==> src/rtl/next_addr_ctrl_pkg.sv <==
// Shared Am2900-family definitions: next-address opcodes, sequencer source
// selects and the condition-pass helper used by the next-address decoder.
package next_addr_ctrl_pkg;

  typedef enum logic [3:0] {
    OP_JZ   = 4'd0,
    OP_CJS  = 4'd1,
    OP_JMAP = 4'd2,
    OP_CJP  = 4'd3,
    OP_PUSH = 4'd4,
    OP_RFCT = 4'd8,
    OP_RPCT = 4'd9,
    OP_CRTN = 4'd10,
    OP_CJPP = 4'd11,
    OP_LDCT = 4'd12,
    OP_LOOP = 4'd13
  } opcode_e;

  typedef enum logic [1:0] {
    SEL_UPC  = 2'b00,
    SEL_AR   = 2'b01,
    SEL_STK0 = 2'b10,
    SEL_D    = 2'b11
  } sel_e;

  // A disabled condition always passes.
  function automatic logic cond_pass(input logic cc, input logic ccen);
    return !ccen || cc;
  endfunction

endpackage

==> src/rtl/next_addr_ctrl_loop_counter.sv <==
// Loop counter for repeat/loop microinstructions: loads a count and
// decrements toward zero without ever wrapping.
module next_addr_ctrl_loop_counter #(
  parameter int WIDTH = 4
) (
  input  logic             CP,
  input  logic             RESET,
  input  logic             load,
  input  logic [WIDTH-1:0] load_val,
  input  logic             dec,
  output logic [WIDTH-1:0] count,
  output logic             is_zero
);

  assign is_zero = (count == '0);

  always_ff @(posedge CP or negedge RESET) begin
    if (!RESET) begin
      count <= '0;
    end else if (load) begin
      count <= load_val;
    end else if (dec && !is_zero) begin
      count <= count - WIDTH'(1);
    end
  end

endmodule

==> src/rtl/next_addr_ctrl.sv <==
// Next-address control stage for an Am2909 sequencer: pipeline register for
// the next-address field plus a single combinational opcode/condition decode.
module next_addr_ctrl
  import next_addr_ctrl_pkg::*;
#(
  parameter int WIDTH = 4
) (
  input  logic             CP,
  input  logic             RESET,
  input  logic             PL_EN,
  input  logic [3:0]       I,
  input  logic [WIDTH-1:0] BA,
  input  logic [WIDTH-1:0] MAP,
  input  logic             CC,
  input  logic             CCEN,
  output logic [1:0]       S,
  output logic             FE,
  output logic             PUP,
  output logic             ZERO,
  output logic [WIDTH-1:0] D,
  output logic             CNT_ZERO
);

  opcode_e          pipe_i_p0;
  logic [WIDTH-1:0] pipe_ba_p0;
  logic [WIDTH-1:0] ctr_count;
  logic             ctr_load;
  logic             ctr_dec;
  logic             use_map;
  logic             pass;
  sel_e             s_sel;

  // Stage p0: pipeline register; reset leaves JZ so the sequencer restarts at 0.
  always_ff @(posedge CP or negedge RESET) begin
    if (!RESET) begin
      pipe_i_p0  <= OP_JZ;
      pipe_ba_p0 <= '0;
    end else if (PL_EN) begin
      pipe_i_p0  <= opcode_e'(I);
      pipe_ba_p0 <= BA;
    end
  end

  next_addr_ctrl_loop_counter #(.WIDTH(WIDTH)) u_ctr (
    .CP      (CP),
    .RESET   (RESET),
    .load    (ctr_load),
    .load_val(pipe_ba_p0),
    .dec     (ctr_dec),
    .count   (ctr_count),
    .is_zero (CNT_ZERO)
  );

  assign pass = cond_pass(CC, CCEN);

  always_comb begin
    s_sel    = SEL_UPC;
    FE       = 1'b1;
    PUP      = 1'b1;
    ZERO     = 1'b1;
    use_map  = 1'b0;
    ctr_load = 1'b0;
    ctr_dec  = 1'b0;
    case (pipe_i_p0)
      OP_JZ: begin
        ZERO  = 1'b0;
        s_sel = SEL_D;
      end
      OP_CJS: begin
        if (pass) begin
          s_sel = SEL_D;
          FE    = 1'b0;
        end
      end
      OP_JMAP: begin
        s_sel   = SEL_D;
        use_map = 1'b1;
      end
      OP_CJP: begin
        if (pass) s_sel = SEL_D;
      end
      OP_PUSH: begin
        FE       = 1'b0;
        ctr_load = pass;
      end
      OP_RFCT: begin
        if (!CNT_ZERO) begin
          s_sel   = SEL_STK0;
          ctr_dec = 1'b1;
        end else begin
          FE  = 1'b0;
          PUP = 1'b0;
        end
      end
      OP_RPCT: begin
        if (!CNT_ZERO) begin
          s_sel   = SEL_D;
          ctr_dec = 1'b1;
        end
      end
      OP_CRTN: begin
        if (pass) begin
          s_sel = SEL_STK0;
          FE    = 1'b0;
          PUP   = 1'b0;
        end
      end
      OP_CJPP: begin
        if (pass) begin
          s_sel = SEL_D;
          FE    = 1'b0;
          PUP   = 1'b0;
        end
      end
      OP_LDCT: ctr_load = 1'b1;
      OP_LOOP: begin
        if (!pass) begin
          s_sel = SEL_STK0;
        end else begin
          FE  = 1'b0;
          PUP = 1'b0;
        end
      end
      default: ;
    endcase
  end

  assign S = s_sel;
  assign D = use_map ? MAP : pipe_ba_p0;

endmodule
==> config.mk <==
export PLATFORM = sky130hd
export DESIGN_NAME = next_addr_ctrl
export DESIGN_NICKNAME = d
export VERILOG_FILES = /design/src/rtl/next_addr_ctrl_pkg.sv /design/src/rtl/next_addr_ctrl_loop_counter.sv /design/src/rtl/next_addr_ctrl.sv
export SDC_FILE = /design/constraint.sdc
export NUM_CORES = 1
export LEC_CHECK = 0
export BUFFER_PORTS_ARGS = -buffer_cell sky130_fd_sc_hd__buf_2
export CAP_MARGIN = 20
export CELL_PAD_IN_SITES_DETAIL_PLACEMENT = 0
export CELL_PAD_IN_SITES_GLOBAL_PLACEMENT = 2
export CORE_MARGIN = 2
export CORE_UTILIZATION = 31
export CTS_CLUSTER_DIAMETER = 100
export DETAILED_ROUTE_END_ITERATION = 16
export PLACE_DENSITY_LB_ADDON = 0.1
export SLEW_MARGIN = 40
export SYNTH_ARGS = -nofsm -noshare
export SYNTH_HDL_FRONTEND = slang
export SYNTH_SLANG_ARGS = --single-unit
==> constraint.sdc <==
create_clock -name CP -period 3.7 [get_ports CP]
set_input_delay 0.185 -clock CP [delete_from_list [all_inputs] [get_ports CP]]
set_output_delay 0.185 -clock CP [all_outputs]
set_load 0.05 [all_outputs]
==> impl_metrics.csv, run 1 <==
group,metric,value,unit
run_status,run_status,"finished, final reports clean",
sta,tns,0,ns
global_route,grt_use_total,12.33,%
power_and_ir_drop,switching_share,40.44,%
power_and_ir_drop,seq_power_share,39.6,%
power_and_ir_drop,max-vdd-ir-drop,234.6,uV
sta,drv_slew,0,
layout,finish.net_count,132,
placement,place_hpwl,1.387,mm
layout,n_antenna_cell,0,
critical_path,critical_path_class,"reg -> out",
sta,hold_violations,0,
floorplanning,io_pins,27,
floorplanning,start_util,32.73,%
floorplanning,fp-row-count,18,
clock_network,clock_path_buffers,2,
synthesis,syn_inst,86,
sta,fmax,419.8,MHz
floorplanning,core_area,0.002500,sq mm
sta,fin_crit,2.382,ns
placement,place.port_buffers,26,
critical_path,worst_r2r_endpoint,"u_ctr.count[1]",
job,maxCapViolations,0,
critical_path,r2r_start,"u_ctr.count[0]",
synthesis,synth_nets,105,
sta,rsz0062_at_grt,"no",
synthesis,dominantRegCellSynth,"dfrtp_1",
sta,slew_headroom,59.35,%
power_and_ir_drop,p_int,299.2,uW
critical_path,crit_end,"S[0]",
power_and_ir_drop,p_leak,0.4438,nW
detailed_routing,vias_per_cell,5.211,
critical_path,r2r_slack,1.87,ns
detailed_routing,drc_errors,0,
placement,dp.cells,137,
synthesis,yosysWarnings,0,
layout,syn_to_final_growth,22.78,%
synthesis,synth_edf_count,0,
layout,stdcell_count,142,
clock_network,path_clk_slew,0.08,ns
min_path,hold_path.class,"in -> reg",
clock_network,cts-root-buf,"clkbuf_4",
layout,layout-drive-gt1-share,40.18,%
detailed_routing,first_iter_violations,6,
critical_path,r2r_cells,6,
synthesis,seq_area_frac_synth,36.70,%
clock_network,cts_tree,"yes",
sta,skew,0.002497,ns
synthesis,syn-cell-area,818.3,sq um
critical_path,crit_required,3.51,ns
power_and_ir_drop,pwr_density_cell,499.9,mW/mm^2
clock_network,clk_latency,0.27,ns
floorplanning,die_w,55.38,um
critical_path,setup.worst_path.start,"u_ctr.count[0]",
critical_path,worstPathMaxFanout,5,
power_and_ir_drop,p_switching,203.1,uW
clock_network,post_cts_buffers,0,
layout,nFillCells,270,
floorplanning,die_y,55.38,um
synthesis,async_flop_share,100.0,%
detailed_routing,via_count,740,
power_and_ir_drop,power.clock.fraction,20.5,%
synthesis,synth_cell_types,34,
clock_network,cts_buffers,3,
critical_path,end_kind,"output port",
floorplanning,die_area,0.003066,sq mm
clock_network,cts-htree-levels,1,
detailed_routing,drtAntennaViolNets,0,
layout,final_common_cell,"buf_2",
global_route,globalRoute.totalOverflow,0,
sta,tightest_slew,0.6084,ns
global_route,grt_pass1_vias,713,
synthesis,synth-seq-cells,12,
clock_network,clock_sinks,12,
sta,finalCritPeriodShare,64.38,%
placement,routabilityCongestion,0.6865,
global_route,antenna_found_initial,0,
synthesis,avgSynthCellArea,9.515,sq um
power_and_ir_drop,combPwrFrac,39.9,%
global_route,grt_pass1_wl,3.091,mm
critical_path,startpoint_type,"flop",
detailed_routing,drtPass1Iterations,6,
detailed_routing,routedWlPerCell,12.66,um
detailed_routing,wl,1.798,mm
global_route,grt_start_max_net_pins,14,
layout,mostFrequentLayoutCells,"26 x buf_2, 12 x dfrtp_1, 10 x mux2_2, 6 x inv_1, 6 x nor3_1",
sta,final-setup-viol-count,0,
critical_path,cp.arrival,2.20,ns
## area by class of cell
cell class	count	area, sq um	share of cell area, %
multi-input combinational	63	467.9	46.58
sequential	12	300.3	29.89
timing repair buffer	27	140.1	13.95
tap	30	37.54	3.736
clock buffer	4	36.28	3.611
inverter	6	22.52	2.242
## kinds of logic (layout without fill, tap and decap cells)
group           Yosys count  after routing  synth area share (%)
simple gates             33             33                 24.77
buf+inv                  11             37                 6.115
flops                    12             12                 36.70
fa+ha+maj                 2              2                 3.058
compound gates           18             18                 15.60
mux                      10             10                 13.76
## registers in the layout, indices dropped and copies added, names as in the netlist
signal / cells
pipe_ba_p0: 4
pipe_i_p0: 4
u_ctr.count: 4
## through the flow
stage	area (sq um)	setup slack (ns)	utilization (%)	hold slack [ns]	power (mW)
2_1_floorplan	818.3	1.211	-	-0.1106	0.3540
3_3_place_gp	958.4	1.649	38.34	0.07630	0.4041
3_5_place_dp	958.4	1.620	38.34	0.08499	0.4024
4_1_cts	1005	1.311	40.19	0.1126	0.5107
5_1_grt	1005	1.190	40.19	0.1307	0.5411
6_report	1005	1.318	40.19	0.1221	0.5023
## worst max-delay path: stages (launching register included)
cell	delay, ns
dfrtp_1	0.40
inv_1	0.11
ha_1	0.18
or3b_2	0.51
inv_1	0.16
o22ai_1	0.10
a32o_1	0.26
buf_2	0.21
## worst min-delay path by stage
stage	start	to	slack [ns]	cells past startpoint
finish	I[1]	pipe_i_p0[1]	0.12	3
global route	BA[3]	pipe_ba_p0[3]	0.13	2
CTS	I[1]	pipe_i_p0[1]	0.11	3
detailed placement	RESET	u_ctr.count[2]	0.08	1
global placement	RESET	u_ctr.count[2]	0.08	1
floorplan	RESET	pipe_ba_p0[0]	-0.11	0
## power groups by stage
stage	clock (mW)	combinational (mW)	sequential (mW)
global placement	0	0.203	0.201
floorplan	0	0.170	0.183
detailed placement	0	0.201	0.202
CTS	0.109	0.203	0.199
global route	0.114	0.223	0.204
finish	0.103	0.200	0.199
## per-layer routing
layer	routed length [um]	track usage, %
met5	0	0
met4	11	5.226
met3	80	2.108
met2	822	18.54
met1	883	17.37
## Yosys cell counts, types with 2 or more instances
cell type  number  area (sq um)
inv_1           6         22.52
nand3_1         3         15.01
a31oi_1         3         18.77
nand2_1         3         11.26
nor2b_1         4         25.02
o31ai_1         2         15.01
ha_1            2         25.02
nor2_1          3         11.26
nor3b_1         3         22.52
clkbuf_1        3         11.26
or4_1           2         15.01
mux2_2         10         112.6
nor3_1          6         30.03
dfrtp_1        12         300.3
o21ai_0         5         25.02
## timing repair
| action | 4_1_cts | 5_1_grt |
|---|---|---|
| hold buffers | 1 | 0 |
| resized for setup | 0 | 0 |
| hold endpoints to repair | 12 | 0 |
(Power assumes the default switching activity.)
==> inputs of run 2 (changes only) <==
Settings changed: ABC_AREA set to 1, CORE_UTILIZATION 31 to 23.
Clock period 3.7 ns to 2.1 ns, I/O delays scaled along.
==> run 2 against run 1 <==
Net effect: routed wire length increased by 8.1%; total power up 100%; sequential power grew 62%; area after synthesis increased by 2.8%; global-route usage decreased by 1.9 points; count of clock-buffer cells in the layout unchanged; worst setup slack got worse by 0.98 ns; register-to-register slack got worse by 1.0 ns; critical path type unchanged; highest routed layer unchanged.
==> impl_metrics.csv, run 2 <==
group,metric,value,unit
run_status,run_status,"finished, final reports clean",
synthesis,synth_nets,150,
floorplanning,core_area,0.003416,sq mm
layout,mostFrequentLayoutCells,"44 x nand2_1, 26 x buf_2, 14 x nor2_1",
critical_path,cp.arrival,1.65,ns
clock_network,path_clk_slew,0.08,ns
sta,drv_slew,0,
synthesis,netlist.area_leader.share,35.71,%
placement,place.port_buffers,26,
clock_network,cts-root-buf,"clkbuf_4",
floorplanning,die_y,64.46,um
power_and_ir_drop,max-vdd-ir-drop,256.4,uV
layout,fin_util,31.36,%
power_and_ir_drop,p_leak,0.5941,nW
clock_network,cts-htree-levels,1,
sta,final-setup-viol-count,0,
synthesis,synth_edf_count,0,
sta,slew_headroom,78.69,%
clock_network,cts.repair.resized,0,
synthesis,seq_area_frac_synth,35.71,%
synthesis,yosysWarnings,0,
sta,tns,0,ns
synthesis,async_flop_share,100.0,%
min_path,hold_start,"BA[2]",
sta,fmax,568.4,MHz
synthesis,syn-cell-area,840.8,sq um
synthesis,synth_common_cells,"44 x nand2_1, 14 x nor2_1, 12 x dfrtp_1, 12 x inv_1, 12 x nand3_1",
detailed_routing,drtAntennaViolNets,0,
synthesis,syn_inst,131,
global_route,grt_pass1_vias,765,
critical_path,path_cells,"nor2_2 -> nand3_1 -> a21oi_1 -> buf_2",
floorplanning,die_area,0.004155,sq mm
synthesis,synthMuxAreaShare,0,%
synthesis,yosysMostFrequentCell,"nand2_1",
synthesis,synthTopCellsByArea,"dfrtp_1 36%, nand2_1 20%, nand3_1 7.1%",
layout,n_antenna_cell,0,
synthesis,avgSynthCellArea,6.418,sq um
critical_path,critical_path_class,"reg -> out",
power_and_ir_drop,pwr_density_cell,954.2,mW/mm^2
sta,tightest_slew,0.3188,ns
placement,place_ws,0.6158,ns
synthesis,dominantRegCellSynth,"dfrtp_1",
min_path,holdPathEnd,"pipe_ba_p0[2]",
sta,hold_violations,0,
job,maxCapViolations,0,
global_route,grt_use_total,10.45,%
sta,rsz0062_at_grt,"no",
global_route,antenna_found_initial,0,
detailed_routing,drtPass1Iterations,4,
critical_path,crit_required,2.00,ns
floorplanning,fp-row-count,21,
critical_path,setup.worst_path.start,"pipe_i_p0[3]",
power_and_ir_drop,power,1.022,mW
synthesis,synth-seq-cells,12,
sta,layout_setup_ws,0.3407,ns
min_path,min_delay_path_depth,3,
detailed_routing,wl,1.944,mm
floorplanning,start_util,24.62,%
clock_network,clock_sinks,12,
critical_path,slowest_stage,"dfrtp_1",
global_route,grt_start_max_net_pins,17,
critical_path,worst_r2r_endpoint,"u_ctr.count[2]",
sta,finalCritPeriodShare,83.77,%
critical_path,end_kind,"output port",
placement,routabilityCongestion,0.7223,
sta,fin_crit,1.759,ns
clock_network,clock_path_buffers,2,
floorplanning,die_w,64.46,um
layout,final_common_cell,"nand2_1",
synthesis,synth_xor_area_share,1.042,%
clock_network,clk_latency,0.27,ns
clock_network,post_cts_buffers,0,
clock_network,cts_tree,"yes",
detailed_routing,drc_errors,0,
layout,syn_to_final_growth,27.38,%
synthesis,synth_cell_types,17,
global_route,grt_pass1_wl,3.456,mm
synthesis,synth_top_family_by_area,"simple AND/OR/NAND/NOR gates",
clock_network,ctsHoldBuffers,1,
critical_path,startpoint_type,"flop",
detailed_routing,vias_per_cell,4.043,
synthesis,synth_fa_ha_area_share,2.976,%
placement,place_hpwl,1.604,mm
global_route,globalRoute.totalOverflow,0,
layout,layout-drive-gt1-share,27.95,%
detailed_routing,routedWlPerCell,9.391,um
synthesis,yosys.area_share.simple,41.82,%
sta,holdWs,0.03120,ns
synthesis,synth.largest_area_cell,"dfrtp_1",
detailed_routing,via_count,837,
sta,skew,0.008133,ns
synthesis,synth_compound_area_share,10.42,%
detailed_routing,first_iter_violations,34,
critical_path,r2r_start,"pipe_i_p0[0]",
critical_path,r2r_slack,0.84,ns
layout,reg_top3,"pipe_ba_p0 x4, pipe_i_p0 x4, u_ctr.count x4",
clock_network,cts_buffers,3,
critical_path,worstPathMaxFanout,8,
layout,finish.net_count,181,
min_path,hold_path.class,"in -> reg",
critical_path,cpPeakStageDelay,0.44,ns
critical_path,r2r_cells,8,
floorplanning,io_pins,27,
==> run 2: cell count changes after synthesis, sizes merged, moves of 5 or more <==
cell and delta:
inv +11, o21ai +5, mux2 -10, nand3 +9, nor2 +15, nor3 -7
nand2 +47, a21oi +6
==> run 2: how the worst max path moves through the flow <==
stage	endpoint	slack, ns	cells after the start
2_1_floorplan	D[0]	0.41	3
3_3_place_gp	D[1]	0.60	4
3_5_place_dp	D[3]	0.62	4
4_1_cts	D[2]	0.30	4
5_1_grt	D[2]	0.16	4
6_report	D[2]	0.34	4
==> run 2: area by class of cell <==
cell class / count / area, sq um
clock buffers: 4 / 36.28
fillers: 399 / 2345
inverters: 17 / 63.81
multi-input cells: 101 / 473.0
flip-flops and latches: 12 / 300.3
well taps: 46 / 57.56
repair buffers: 27 / 140.1
==> run 2: power by group <==
group	total (mW)	leakage [nW]	switching, mW	internal [mW]
clock	0.184	0.0210	0.0791	0.105
sequential	0.322	0.147	0.0414	0.280
combinational	0.516	0.426	0.360	0.156
total	1.02	0.594	0.480	0.542
==> run 2: routing by layer <==
layer / GRT usage, % / routed length (um)
met4: 4.787 / 18
met1: 15.01 / 1036
met5: 0 / 0
met3: 2.257 / 103
met2: 14.84 / 785
==> run 2: critical path, delay by kind of cell, from the launching register on <==
family                 cells  cell delay, ns
and+or+nand+nor            2            0.45
DFF                        1            0.44
buffers and inverters      1            0.28
AOI/OAI and AO/OA          1            0.22
==> run 2: cell families after synthesis <==
kind of cell / Yosys count
flip-flops: 12
AND/OR/NAND/NOR: 81
XOR/XNOR: 1
adder cells (fa/ha/maj): 2
buffers and inverters: 18
AO/OA/AOI/OAI: 17
==> run 2: stage by stage <==
step,std cells,area [sq um]
after floorplan,131,840.8
after global placement,202,1025
after detailed placement,202,1025
after CTS,207,1071
after global routing,207,1071
final,207,1071
==> inputs of run 3 (changes only) <==
Settings changed: ABC_AREA 1 to 0, CORE_UTILIZATION 23 to 26.
Clock period 2.1 ns to 1.5 ns, I/O delays scaled along.
==> run 3 against run 2 <==
Net effect: the run now ends with negative setup slack left; utilization rose by 19 points; first-iteration DRC count is 50% lower; clock skew down 0.0078 ns; via count up 5.3%; sequential share of layout area decreased by 8.2 points.
==> impl_metrics.csv, run 3 (synthesis results as in run 1) <==
group,metric,value,unit
run_status,run_status,"finished with violations",
run_status,violations,"negative setup slack",
clock_network,cts_tree,"yes",
floorplanning,fp-row-count,20,
power_and_ir_drop,max-vdd-ir-drop,509.7,uV
sta,drv_slew,0,
layout,final_common_cell,"buf_4",
layout,reg_top3,"pipe_ba_p0 x4, pipe_i_p0 x4, u_ctr.count x4",
sta,tns,-3.613,ns
power_and_ir_drop,p_switching,661.7,uW
detailed_routing,via_count,881,
power_and_ir_drop,p_int,1.109,mW
sta,rsz0062_at_grt,"yes",
global_route,globalRoute.totalOverflow,0,
detailed_routing,drtPass1Iterations,4,
global_route,antenna_found_initial,0,
sta,slew_headroom,68.19,%
clock_network,clock_sinks,12,
floorplanning,die_y,60.10,um
clock_network,cts_buffers,3,
critical_path,worstPathMaxFanout,4,
clock_network,clk_latency,0.27,ns
power_and_ir_drop,switching_share,37.36,%
critical_path,cp.arrival,1.88,ns
clock_network,clock_path_buffers,2,
layout,fin_util,50.17,%
sta,finalCritPeriodShare,130.6,%
floorplanning,die_area,0.003612,sq mm
floorplanning,core_area,0.003028,sq mm
power_and_ir_drop,p_leak,0.6791,nW
power_and_ir_drop,seq_power_share,25.9,%
detailed_routing,routedWlPerCell,12.49,um
job,maxCapViolations,0,
critical_path,end_kind,"output port",
layout,finish.net_count,167,
floorplanning,start_util,27.02,%
sta,hold_violations,0,
power_and_ir_drop,power.clock.fraction,14.6,%
global_route,grt_use_total,15.33,%
clock_network,cts-root-buf,"clkbuf_4",
sta,fin_crit,1.958,ns
sta,skew,0.0002894,ns
global_route,grt_pass1_wl,4.126,mm
detailed_routing,wl,2.385,mm
power_and_ir_drop,combPwrFrac,59.5,%
placement,place_hpwl,1.782,mm
clock_network,cts-htree-levels,1,
layout,n_antenna_cell,0,
detailed_routing,drc_errors,0,
min_path,hold_path.class,"in -> reg",
clock_network,path_clk_slew,0.07,ns
detailed_routing,vias_per_cell,4.613,
sta,tightest_slew,0.4761,ns
placement,routabilityCongestion,0.7259,
sta,fmax,510.6,MHz
sta,layout_setup_ws,-0.4585,ns
layout,layout-drive-gt1-share,66.67,%
sta,holdWs,0.01535,ns
layout,syn_to_final_growth,85.63,%
power_and_ir_drop,pwr_density_cell,1166,mW/mm^2
placement,place.port_buffers,26,
critical_path,startpoint_type,"flop",
detailed_routing,first_iter_violations,17,
critical_path,critical_path_class,"reg -> out",
global_route,grt_pass1_vias,927,
layout,nFillCells,299,
layout,mostFrequentLayoutCells,"31 x buf_4, 16 x buf_2, 11 x dfrtp_1, 8 x buf_6",
detailed_routing,drtAntennaViolNets,0,
power_and_ir_drop,power,1.771,mW
sta,final-setup-viol-count,13,
floorplanning,die_w,60.10,um
global_route,grt_start_max_net_pins,13,
floorplanning,io_pins,27,
critical_path,crit_required,1.42,ns
-- run 3: cell type report --
type / count / area, sq um / share of cell area, %
multi-input cells: 63 / 596.8 / 39.29
repair buffers: 62 / 503.0 / 33.11
flip-flops and latches: 12 / 301.5 / 19.85
well taps: 44 / 55.05 / 3.624
clock buffers: 4 / 36.28 / 2.389
inverters: 6 / 26.28 / 1.730
-- run 3: routing by layer --
layer,vias to the layer above,wire (um),part of all wire [%],GRT usage [%]
met2,22,1123,47,23.29
met4,0,26,1.1,6.349
met3,4,74,3.1,2.165
met5,-,0,0,0
li1,443,-,-,-
met1,412,1161,49,21.58
-- run 3: path summary, 6_finish.rpt --
path | start | to | slack [ns] | depth (start not counted)
max | u_ctr.count[0] | FE | -0.46 | 7
min | I[2] | pipe_i_p0[2] | 0.02 | 3
max reg2reg | u_ctr.count[1] | u_ctr.count[1] | -0.17 | 7
min reg2reg | pipe_ba_p0[2] | pipe_ba_p0[2] | 0.54 | 1
max in group asynchronous | RESET | pipe_i_p0[0] | 1.06 | 2
min in group asynchronous | RESET | pipe_ba_p0[3] | 0.20 | 2
-- run 3: what timing repair did --
action / CTS / global route
hold endpoints to repair: 12 / 0
pin swaps: 6 / 4
resized for setup: 39 / 8
hold buffers: 1 / 0
buffers inserted: 10 / 2
setup endpoints to repair: 13 / 14
-- run 3: metrics by stage --
step | std cells | worst slack (ns) | area, sq um
after floorplan | 86 | -0.4670 | 889.6
after global placement | 175 | -0.2358 | 1226
after detailed placement | 175 | -0.2667 | 1226
after CTS | 189 | -0.4853 | 1475
after global routing | 191 | -0.5542 | 1519
final | 191 | -0.4585 | 1519
-- run 3: worst max-delay path, stage by stage (launching register included) --
cell and delay [ns]:
dfrtp_1 0.37, inv_2 0.06, ha_4 0.15, or3b_4 0.27
clkinvlp_4 0.11, a211o_1 0.29, a32oi_4 0.18, buf_6 0.18
-- run 3: power groups by stage --
stage	clock (mW)	sequential [mW]	combinational, mW
final	0.258	0.459	1.05
after global routing	0.284	0.471	1.15
after CTS	0.269	0.455	1.00
after detailed placement	0	0.463	0.813
after global placement	0	0.461	0.809
after floorplan	0	0.459	0.489
